==> config.mk <==
export PLATFORM = sky130hd
export DESIGN_NAME = ssp_tx_fifo_flat
export DESIGN_NICKNAME = d
export VERILOG_FILES = /design/src/rtl/ssp_tx_fifo_pkg.sv /design/src/rtl/ssp_tx_fifo_if.sv /design/src/rtl/ssp_tx_fcntl.sv /design/src/rtl/ssp_tx_fifo.sv /design/src/flat_wrapper.sv
export SDC_FILE = /design/constraint.sdc
export NUM_CORES = 1
export LEC_CHECK = 0
export BUFFER_PORTS_ARGS = -buffer_cell sky130_fd_sc_hd__buf_4
export CORE_UTILIZATION = 60
export CTS_BUF_LIST = sky130_fd_sc_hd__clkbuf_8
export DETAILED_ROUTE_END_ITERATION = 12
export PLACE_DENSITY = 0.75
export SYNTH_ARGS = -nofsm -noshare
export SYNTH_HDL_FRONTEND = slang
export SYNTH_HIERARCHICAL = 1
export SYNTH_SLANG_ARGS = --single-unit
==> constraint.sdc <==
create_clock -name PCLK -period 8.4 [get_ports PCLK]
set_clock_uncertainty 0.1 [all_clocks]
set_input_delay 0.84 -clock PCLK [delete_from_list [all_inputs] [get_ports PCLK]]
set_output_delay 0.84 -clock PCLK [all_outputs]
set_load 0.005 [all_outputs]
==> src/rtl/ssp_tx_fifo_pkg.sv <==
// Shared SSP FIFO constants and types, common to the TX and RX FIFO slices.
// Sizes are fixed: eight 16-bit entries with 3-bit pointers and a 4-bit count.
package ssp_tx_fifo_pkg;

  localparam int FIFO_DEPTH   = 8;
  localparam int FIFO_WIDTH   = 16;
  localparam int PTR_W        = 3;
  localparam int CNT_W        = 4;
  localparam int TXRIS_THRESH = 4;

  typedef logic [PTR_W-1:0]      ptr_t;
  typedef logic [CNT_W-1:0]      cnt_t;
  typedef logic [FIFO_WIDTH-1:0] word_t;

  localparam cnt_t FULL_CNT   = cnt_t'(FIFO_DEPTH);
  localparam cnt_t THRESH_CNT = cnt_t'(TXRIS_THRESH);

  // Registered-state decodes handed from the control block to the top.
  typedef struct packed {
    logic tfe;
    logic tnf;
    logic txris;
    cnt_t level;
  } fifo_status_t;

  // Depth is a power of two, so the natural pointer overflow is the wrap.
  function automatic ptr_t ptr_inc(input ptr_t p);
    return p + ptr_t'(1);
  endfunction

endpackage

==> src/rtl/ssp_tx_fifo_if.sv <==
// APB-side data/strobe bundle and status outputs of the SSP transmit FIFO.
interface ssp_tx_fifo_if;
  import ssp_tx_fifo_pkg::*;

  word_t PWDATAIn;
  logic  SSPDRWr;
  logic  TxFRdPtrInc;
  logic  TESTFIFO;
  logic  SSPTDRRd;
  logic  TXIM;

  word_t TxFRdData;
  logic  TFE;
  logic  TNF;
  logic  TXRIS;
  logic  TXMIS;
  cnt_t  TxFLevel;

  modport master (
    output PWDATAIn, SSPDRWr, TxFRdPtrInc, TESTFIFO, SSPTDRRd, TXIM,
    input  TxFRdData, TFE, TNF, TXRIS, TXMIS, TxFLevel
  );

  modport slave (
    input  PWDATAIn, SSPDRWr, TxFRdPtrInc, TESTFIFO, SSPTDRRd, TXIM,
    output TxFRdData, TFE, TNF, TXRIS, TXMIS, TxFLevel
  );

endinterface

==> src/rtl/ssp_tx_fcntl.sv <==
// Pointer, occupancy and status control for the SSP transmit FIFO.
// Push/pop qualification uses the count before this cycle's update.
module ssp_tx_fcntl
  import ssp_tx_fifo_pkg::*;
(
  input  logic         PCLK,
  input  logic         PRESETn,
  input  logic         push_req,
  input  logic         pop_req,
  output logic         push_en,
  output logic         pop_en,
  output ptr_t         wr_ptr,
  output ptr_t         rd_ptr,
  output fifo_status_t status
);

  cnt_t count;

  // Full is judged before any pop, so a push into a full FIFO is dropped
  // even when a pop happens in the same cycle; likewise for empty/pop.
  always_comb begin
    push_en = push_req && (count != FULL_CNT);
    pop_en  = pop_req  && (count != '0);
  end

  always_ff @(posedge PCLK or negedge PRESETn) begin
    if (!PRESETn) begin
      wr_ptr <= '0;
      rd_ptr <= '0;
      count  <= '0;
    end else begin
      if (push_en) begin
        wr_ptr <= ptr_inc(wr_ptr);
      end
      if (pop_en) begin
        rd_ptr <= ptr_inc(rd_ptr);
      end
      unique case ({push_en, pop_en})
        2'b10:   count <= count + cnt_t'(1);
        2'b01:   count <= count - cnt_t'(1);
        default: count <= count;
      endcase
    end
  end

  always_comb begin
    status       = '0;
    status.tfe   = (count == '0);
    status.tnf   = (count != FULL_CNT);
    status.txris = (count <= THRESH_CNT);
    status.level = count;
  end

endmodule

==> src/rtl/ssp_tx_fifo.sv <==
// SSP transmit FIFO: 8x16 register file with APB push side and serializer/test pop side.
// Read data is an unregistered view of the entry at the read pointer.
module ssp_tx_fifo
  import ssp_tx_fifo_pkg::*;
(
  input  logic          PCLK,
  input  logic          PRESETn,
  ssp_tx_fifo_if.slave  bus
);

  word_t        mem [FIFO_DEPTH];
  ptr_t         wr_ptr;
  ptr_t         rd_ptr;
  logic         push_en;
  logic         pop_en;
  logic         pop_req;
  fifo_status_t status;

  // Test mode hands the pop to the test data register read; the other strobe is ignored.
  assign pop_req = bus.TESTFIFO ? bus.SSPTDRRd : bus.TxFRdPtrInc;

  ssp_tx_fcntl u_fcntl (
    .PCLK     (PCLK),
    .PRESETn  (PRESETn),
    .push_req (bus.SSPDRWr),
    .pop_req  (pop_req),
    .push_en  (push_en),
    .pop_en   (pop_en),
    .wr_ptr   (wr_ptr),
    .rd_ptr   (rd_ptr),
    .status   (status)
  );

  // Entries are cleared on reset so read data comes up as zero.
  always_ff @(posedge PCLK or negedge PRESETn) begin
    if (!PRESETn) begin
      for (int i = 0; i < FIFO_DEPTH; i++) begin
        mem[i] <= '0;
      end
    end else if (push_en) begin
      mem[wr_ptr] <= bus.PWDATAIn;
    end
  end

  always_comb begin
    bus.TxFRdData = mem[rd_ptr];
    bus.TFE       = status.tfe;
    bus.TNF       = status.tnf;
    bus.TXRIS     = status.txris;
    bus.TXMIS     = status.txris & bus.TXIM;
    bus.TxFLevel  = status.level;
  end

endmodule

==> src/flat_wrapper.sv <==
// flat-port wrapper written by rule: the top's interface ports become plain ports
module ssp_tx_fifo_flat import ssp_tx_fifo_pkg::*;
  (PCLK, PRESETn, bus_PWDATAIn, bus_SSPDRWr, bus_TxFRdPtrInc, bus_TESTFIFO, bus_SSPTDRRd, bus_TXIM, bus_TxFRdData, bus_TFE, bus_TNF, bus_TXRIS, bus_TXMIS, bus_TxFLevel);
  ssp_tx_fifo_if bus_i ();
  input  logic PCLK;
  input  logic PRESETn;
  input wire logic [$bits(bus_i.PWDATAIn)-1:0] bus_PWDATAIn;
  input wire logic [$bits(bus_i.SSPDRWr)-1:0] bus_SSPDRWr;
  input wire logic [$bits(bus_i.TxFRdPtrInc)-1:0] bus_TxFRdPtrInc;
  input wire logic [$bits(bus_i.TESTFIFO)-1:0] bus_TESTFIFO;
  input wire logic [$bits(bus_i.SSPTDRRd)-1:0] bus_SSPTDRRd;
  input wire logic [$bits(bus_i.TXIM)-1:0] bus_TXIM;
  output wire logic [$bits(bus_i.TxFRdData)-1:0] bus_TxFRdData;
  output wire logic [$bits(bus_i.TFE)-1:0] bus_TFE;
  output wire logic [$bits(bus_i.TNF)-1:0] bus_TNF;
  output wire logic [$bits(bus_i.TXRIS)-1:0] bus_TXRIS;
  output wire logic [$bits(bus_i.TXMIS)-1:0] bus_TXMIS;
  output wire logic [$bits(bus_i.TxFLevel)-1:0] bus_TxFLevel;
  assign bus_i.PWDATAIn = bus_PWDATAIn;
  assign bus_i.SSPDRWr = bus_SSPDRWr;
  assign bus_i.TxFRdPtrInc = bus_TxFRdPtrInc;
  assign bus_i.TESTFIFO = bus_TESTFIFO;
  assign bus_i.SSPTDRRd = bus_SSPTDRRd;
  assign bus_i.TXIM = bus_TXIM;
  assign bus_TxFRdData = bus_i.TxFRdData;
  assign bus_TFE = bus_i.TFE;
  assign bus_TNF = bus_i.TNF;
  assign bus_TXRIS = bus_i.TXRIS;
  assign bus_TXMIS = bus_i.TXMIS;
  assign bus_TxFLevel = bus_i.TxFLevel;
  ssp_tx_fifo u_core (.PCLK(PCLK), .PRESETn(PRESETn), .bus(bus_i));
endmodule
; After elaboration in Yosys (flattened, before gate mapping)
; Cells that the tools add are included.
[totals]
regBits = 138
[op_classes]
addsub = 4
n_lt_le_gt_ge = 4
eq_ne = 3
n_mux = 8
bitwise_logic = 3
n_reduce_logical = 6
[ops]
columns = cell, n
row1 = 128-bit bitwise mux, 1
row2 = 16-bit binary-select mux with 3-bit select, 1
row3 = 16-bit demux with 3-bit select, 1
row4 = 16-bit two-way mux, 3
row5 = 4-bit greater-or-equal comparator (second input constant), 2
row6 = 3-bit inverter with 4-bit output, 2
row7 = 4-bit case mux with 2 select lines, 1
row8 = 3-bit by 1-bit adder with 3-bit output (second input constant), 2
row9 = 4-bit by 1-bit adder with 4-bit output (second input constant), 1
row10 = 4-bit by 3-bit less-or-equal comparator with 1-bit output (second input constant), 1
row11 = 4-bit logical NOT, 1
row12 = 4-bit by 1-bit < comparator with 1-bit output (second input constant), 1
row13 = 4-bit != test (second input constant), 1
row14 = 4-bit nonzero test, 1
row15 = 4-bit by 1-bit subtractor with 4-bit output (second input constant), 1
row16 = 1-bit logical AND, 3
row17 = 2-bit by 1-bit == test with 1-bit output (second input constant), 1
row18 = 2-bit == test (second input constant), 1
row19 = 2-bit nonzero test, 1
row20 = 1-bit AND, 1
row21 = 1-bit two-way mux, 1

; Logic depth before layout (Yosys ltp)
[logic_depth]
word_depth = 6
ltp_mapped = 9

; Modules after synthesis
; The synthesis kept the hierarchy.
[by_module_without_submodules]
columns = module, instances, cells_each, area_each_um2, seq_area_each_um2
row1 = ssp_tx_fifo, 1, 338, 5947.0, 3203.1
row2 = ssp_tx_fcntl, 1, 57, 618.1, 250.2

; Worst setup path before layout
; Ideal clock, no wire load.
[synth_timing]
kind = input to register
startpoint = in bus_TESTFIFO
endpoint = reg u_core.u_fcntl.count[3]
setup_time_ns = 0.134
arrival_time_ns = 2.799
required_ns = 8.166
setup_slack_ns = 5.367
cell_stages = 8
path_buffers = 0
cell_sequence = mux2_2 > o41ai_2 > inv_1 > ha_1 > ha_1 > or4b_2 > o311ai_0 > o211ai_1
[synth_via]
elab_chain_cells = 4
word_cells_on_any_way = 6
classes_between = 2 x eq/ne / 2 x mux / 2 x reduce/logical
[synth_lines]
columns = element, line_no
row1 = from (decl), flat_wrapper.sv:10  ; input wire logic [$bits(bus_i.TESTFIFO)-1:0] bus_TESTFIFO;
row2 = 1-bit two-way mux *, ssp_tx_fifo.sv:20  ; assign pop_req = bus.TESTFIFO ? bus.SSPTDRRd : bus.TxFRdPtrInc;
row3 = 1-bit logical AND *, ssp_tx_fcntl.sv:23  ; pop_en = pop_req && (count != '0);
row4 = net u_core.pop_en, ssp_tx_fifo.sv:15  ; logic pop_en;
row5 = 2-bit by 1-bit == test with 1-bit output / 2-bit == test (equally long branches), ssp_tx_fcntl.sv:38  ; unique case ({push_en, pop_en})
row6 = 4-bit case mux with 2 select lines / 2-bit nonzero test (equally long branches), -
row7 = to (signal assigned), ssp_tx_fcntl.sv:39  ; 2'b10: count <= count + cnt_t'(1);
row8 = to (signal assigned), ssp_tx_fcntl.sv:40  ; 2'b01: count <= count - cnt_t'(1);
row9 = to (signal assigned), ssp_tx_fcntl.sv:41  ; default: count <= count;
row10 = to (decl), ssp_tx_fcntl.sv:17  ; cnt_t count;
; Mark *: on every way through the listed nets, which the timed path passes. The rest lies on a longest branch.
; A chain may end at the register's enable or synchronous reset.

; Worst setup path in the final report
[layout_timing]
startpoint = reg u_core.u_fcntl.rd_ptr[0]
endpoint = out bus_TxFRdData[4]
[layout_via]
elab_chain_cells = 4
[layout_lines]
columns = element, line_no
row1 = from (decl), ssp_tx_fcntl.sv:13  ; output ptr_t rd_ptr,
row2 = from (signal assigned), ssp_tx_fcntl.sv:36  ; rd_ptr <= ptr_inc(rd_ptr);
row3 = 3-bit inverter with 4-bit output (not written as such), ssp_tx_fifo.sv:46  ; bus.TxFRdData = mem[rd_ptr];
row4 = 16-bit binary-select mux with 3-bit select, ssp_tx_fifo.sv:46
row5 = 16-bit two-way mux (not written as such) (2 in a row), ssp_tx_fifo.sv:46
row6 = to (decl), flat_wrapper.sv:13  ; output wire logic [$bits(bus_i.TxFRdData)-1:0] bus_TxFRdData;
; No other way between the ends. The select of a mux whose other input is x is not followed.

==> flow_summary.rst <==
.. list-table::
   :header-rows: 1

   * - Metric
     - Value
   * - Status
     - completed
   * - Critical Path Sink Type
     - primary output
   * - Post-detailed-route wirelength per cell
     - 21.10 um
   * - LEAKAGE
     - 3.300 nW
   * - Maximum number of pins on one net before global-route repair
     - 74
   * - Routed via count divided by cell count
     - ~6.1
   * - Violation count after the first detailed-routing iteration
     - 166
   * - Placeable core region
     - ~0.010 mm^2
   * - Commonest non-fill, non-tap cells in the layout
     - 146 x mux2_2, 136 x dfrtp_1, 50 x buf_4, 28 x mux4_1, 21 x clkbuf_8
   * - Post-cts resize count
     - 0
   * - Routed Antenna Nets
     - 0
   * - CP arrival
     - 2.61 ns
   * - DIE AREA
     - 0.01136 mm^2
   * - Area grow syn2layout
     - 13.44%
   * - # H-tree levels
     - 4
   * - First-pass GRT wire length
     - approximately 20000 um
   * - N_diodes
     - 0
   * - Filler cell count in the final layout
     - 694
   * - Critical Path Fanout Max
     - 34
   * - R2r startpoint
     - u_core/u_fcntl/count[0]$_DFFE_PN0P_
   * - Remaining Overflow, GRT
     - 0
   * - Average cell area after synthesis
     - 16.62 um^2
   * - Final-report max-slew violation count
     - 0
   * - Netlist area before placement
     - 0.006565 mm^2
   * - Synthesized instance count
     - 395
   * - Placed wire-length estimate after detailed placement
     - 7354 um
   * - Number of failing setup endpoints in the final timing report
     - 0
   * - Yosys top cell area share
     - 0.5260
   * - Power per cell area
     - 413.9 mW/mm^2
   * - Remaining max-slew budget at the tightest pin
     - 0.3085
   * - IO Pins
     - 47
   * - Initial core utilization
     - 0.6275
   * - Drc violations
     - 0
   * - Worst slack on hold paths
     - 0.3709 ns
   * - Most common library cell in the layout ignoring fill and taps
     - mux2_2
   * - Number of violations of the max-capacitance limit
     - 0
   * - CTS tree
     - built
   * - Die height
     - 106.6 um
   * - Endpoint required time on the critical path
     - 7.46 ns
   * - Count of different cell masters after synthesis
     - 37
   * - Hold-fix buffers at CTS
     - 0
   * - Number of rows in the core area
     - 37
   * - Sum of routed wire length over all layers
     - 12390 um
   * - Initial antenna violation count
     - 0
   * - RSZ-0062 raised after global routing
     - no
   * - Peak supply drop
     - 268.5 uV
   * - Post-synth net total
     - 424
   * - Buffer type at the clock tree root
     - clkbuf_8
   * - Skew-Pair Late Insertion Delay
     - 0.44 ns
   * - Number of buffers on the longest clock path
     - 2
   * - Critical Path Source Type
     - flop
   * - Iteration count of the initial detailed-routing pass
     - 4
   * - Capture point of the worst reg-to-reg path
     - u_core/u_fcntl/count[3]$_DFFE_PN0P_
   * - Count of state elements after synthesis
     - 138
   * - Cell count of the worst reg-to-reg path
     - 7
   * - Main area contributors after synthesis
     - dfrtp_1 53%, mux2_2 25%, mux4_1 11%
   * - Seq/Total Area, Yosys
     - 0.5260
   * - Clock transition time at the flip-flop clock pins of the worst setup and hold paths
     - 0.08 ns
   * - Final worst path period need
     - ~3.5 ns
   * - Class of the tightest hold or removal check
     - in -> async
   * - Final setup TNS
     - 0 ns
   * - Area leader, netlist
     - dfrtp_1
   * - Number of failing hold endpoints at the final stage
     - 0
   * - Die X
     - 106.6 um
   * - Fin nets
     - 467
   * - Share of post-route cells with drive strength above 1
     - 0.5455
   * - Global-route total usage across every layer
     - 0.2441
   * - Warnings, synthesis
     - 6
   * - Slew of the pin with the lowest slew margin
     - just over 1 ns
   * - Number of I/O port buffers
     - 46
   * - Period utilization
     - 0.4225
   * - WS Path Type
     - reg -> out
   * - Number of sinks driven by the clock tree
     - 138
   * - Number of global-route vias before repair
     - around 3900
   * - Placer's final routability congestion estimate
     - between 0.7 and 0.8
   * - Reg2reg setup slack
     - 5.39 ns
   * - Number of buffers inserted to repair setup after CTS
     - 0
   * - Achievable clock frequency
     - 281.8 MHz
   * - Total number of vias
     - between 3000 and 4000
   * - Cts bufs inserted
     - 17
how the worst max path moves through the flow:
stage                                                     from                                  end  slack, ns  cells after the start
after global placement                            bus_TESTFIFO  u_core/u_fcntl/count[3]$_DFFE_PN0P_       5.20                      9
after CTS                 u_core/u_fcntl/rd_ptr[0]$_DFFE_PN0P_                     bus_TxFRdData[4]       4.81                      3
final                     u_core/u_fcntl/rd_ptr[0]$_DFFE_PN0P_                     bus_TxFRdData[4]       4.85                      3
after detailed placement                          bus_TESTFIFO  u_core/u_fcntl/count[3]$_DFFE_PN0P_       5.08                      9
after floorplan                                   bus_TESTFIFO  u_core/u_fcntl/count[3]$_DFFE_PN0P_       5.37                      8
after global routing      u_core/u_fcntl/rd_ptr[0]$_DFFE_PN0P_                     bus_TxFRdData[4]       4.72                      3
cell families after synthesis:
logic type               synth area share
AO/OA/AOI/OAI                     0.01010
AND/OR/NAND/NOR                   0.03373
XOR/XNOR                         0.008005
multiplexers                       0.3795
flip-flops                         0.5260
adder cells (fa/ha/maj)           0.01258
buffers and inverters             0.03011
metal layers:
layer / vias to the layer above / wire length [um] / GRT usage
met4: 0 / 153 / 0.08317
met5: - / 0 / 0
met1: 1902 / 5883 / 0.3419
met2: 63 / 5877 / 0.3728
li1: 1596 / - / -
met3: 11 / 471 / 0.06626
cell usage after synthesis (all sizes together):
master    n
a2111o    1
a21oi     2
and2      1
and4bb    1
buf      25
clkbuf    1
dfrtp   138
fa        1
ha        5
inv       6
mux2    147
mux2i     1
mux4     32
nand2     6
nand3     3
nand4     1
nand4b    3
nor2      1
nor3b     3
nor4      1
nor4b     1
nor4bb    2
o211ai    1
o21a      1
o21ai     1
o311ai    1
o41ai     1
or4b      2
xnor2     5
xor2      1
flip-flops by register name (all words and copies together) (netlist names):
| name | count |
|---|---|
| u_core/mem | 128 |
| u_core/u_fcntl/rd_ptr | 3 |
| u_core/u_fcntl/wr_ptr | 3 |
| u_core/u_fcntl/count | 4 |
metrics by stage:
| stage | instances | setup WS (ns) | total power [mW] | instance area (um^2) | utilization |
|---|---|---|---|---|---|
| after floorplan | 395 | 5.367 | 2.082 | 6565 | - |
| after global placement | 555 | 5.202 | 2.409 | 6968 | 0.6660 |
| after detailed placement | 555 | 5.078 | 2.470 | 6968 | 0.6660 |
| after CTS | 587 | 4.809 | 3.115 | 7447 | 0.7118 |
| after global routing | 587 | 4.723 | 3.268 | 7447 | 0.7118 |
| final | 587 | 4.851 | 3.083 | 7447 | 0.7118 |
area by class of cell:
cell class	count	area [um^2]	share of cell area
sequential	138	3456	0.4640
clock buffer	21	289.0	0.03881
tap	136	170.2	0.02285
inverter	6	22.52	0.003024
multi-input combinational	225	2944	0.3953
clock inverter	11	190.2	0.02554
timing repair buffer	50	375.4	0.05040
worst max-delay path: stages, from the launching register on:
cell     delay, ns
dfrtp_2       1.05
mux4_1        0.66
mux2_2        0.31
buf_4         0.14
power by group:
part | switching (mW) | internal, mW | total (mW)
sequential | 0.296 | 1.00 | 1.30
combinational | 0.355 | 0.798 | 1.15
clock | 0.248 | 0.385 | 0.632
(Power assumes the default switching activity.)
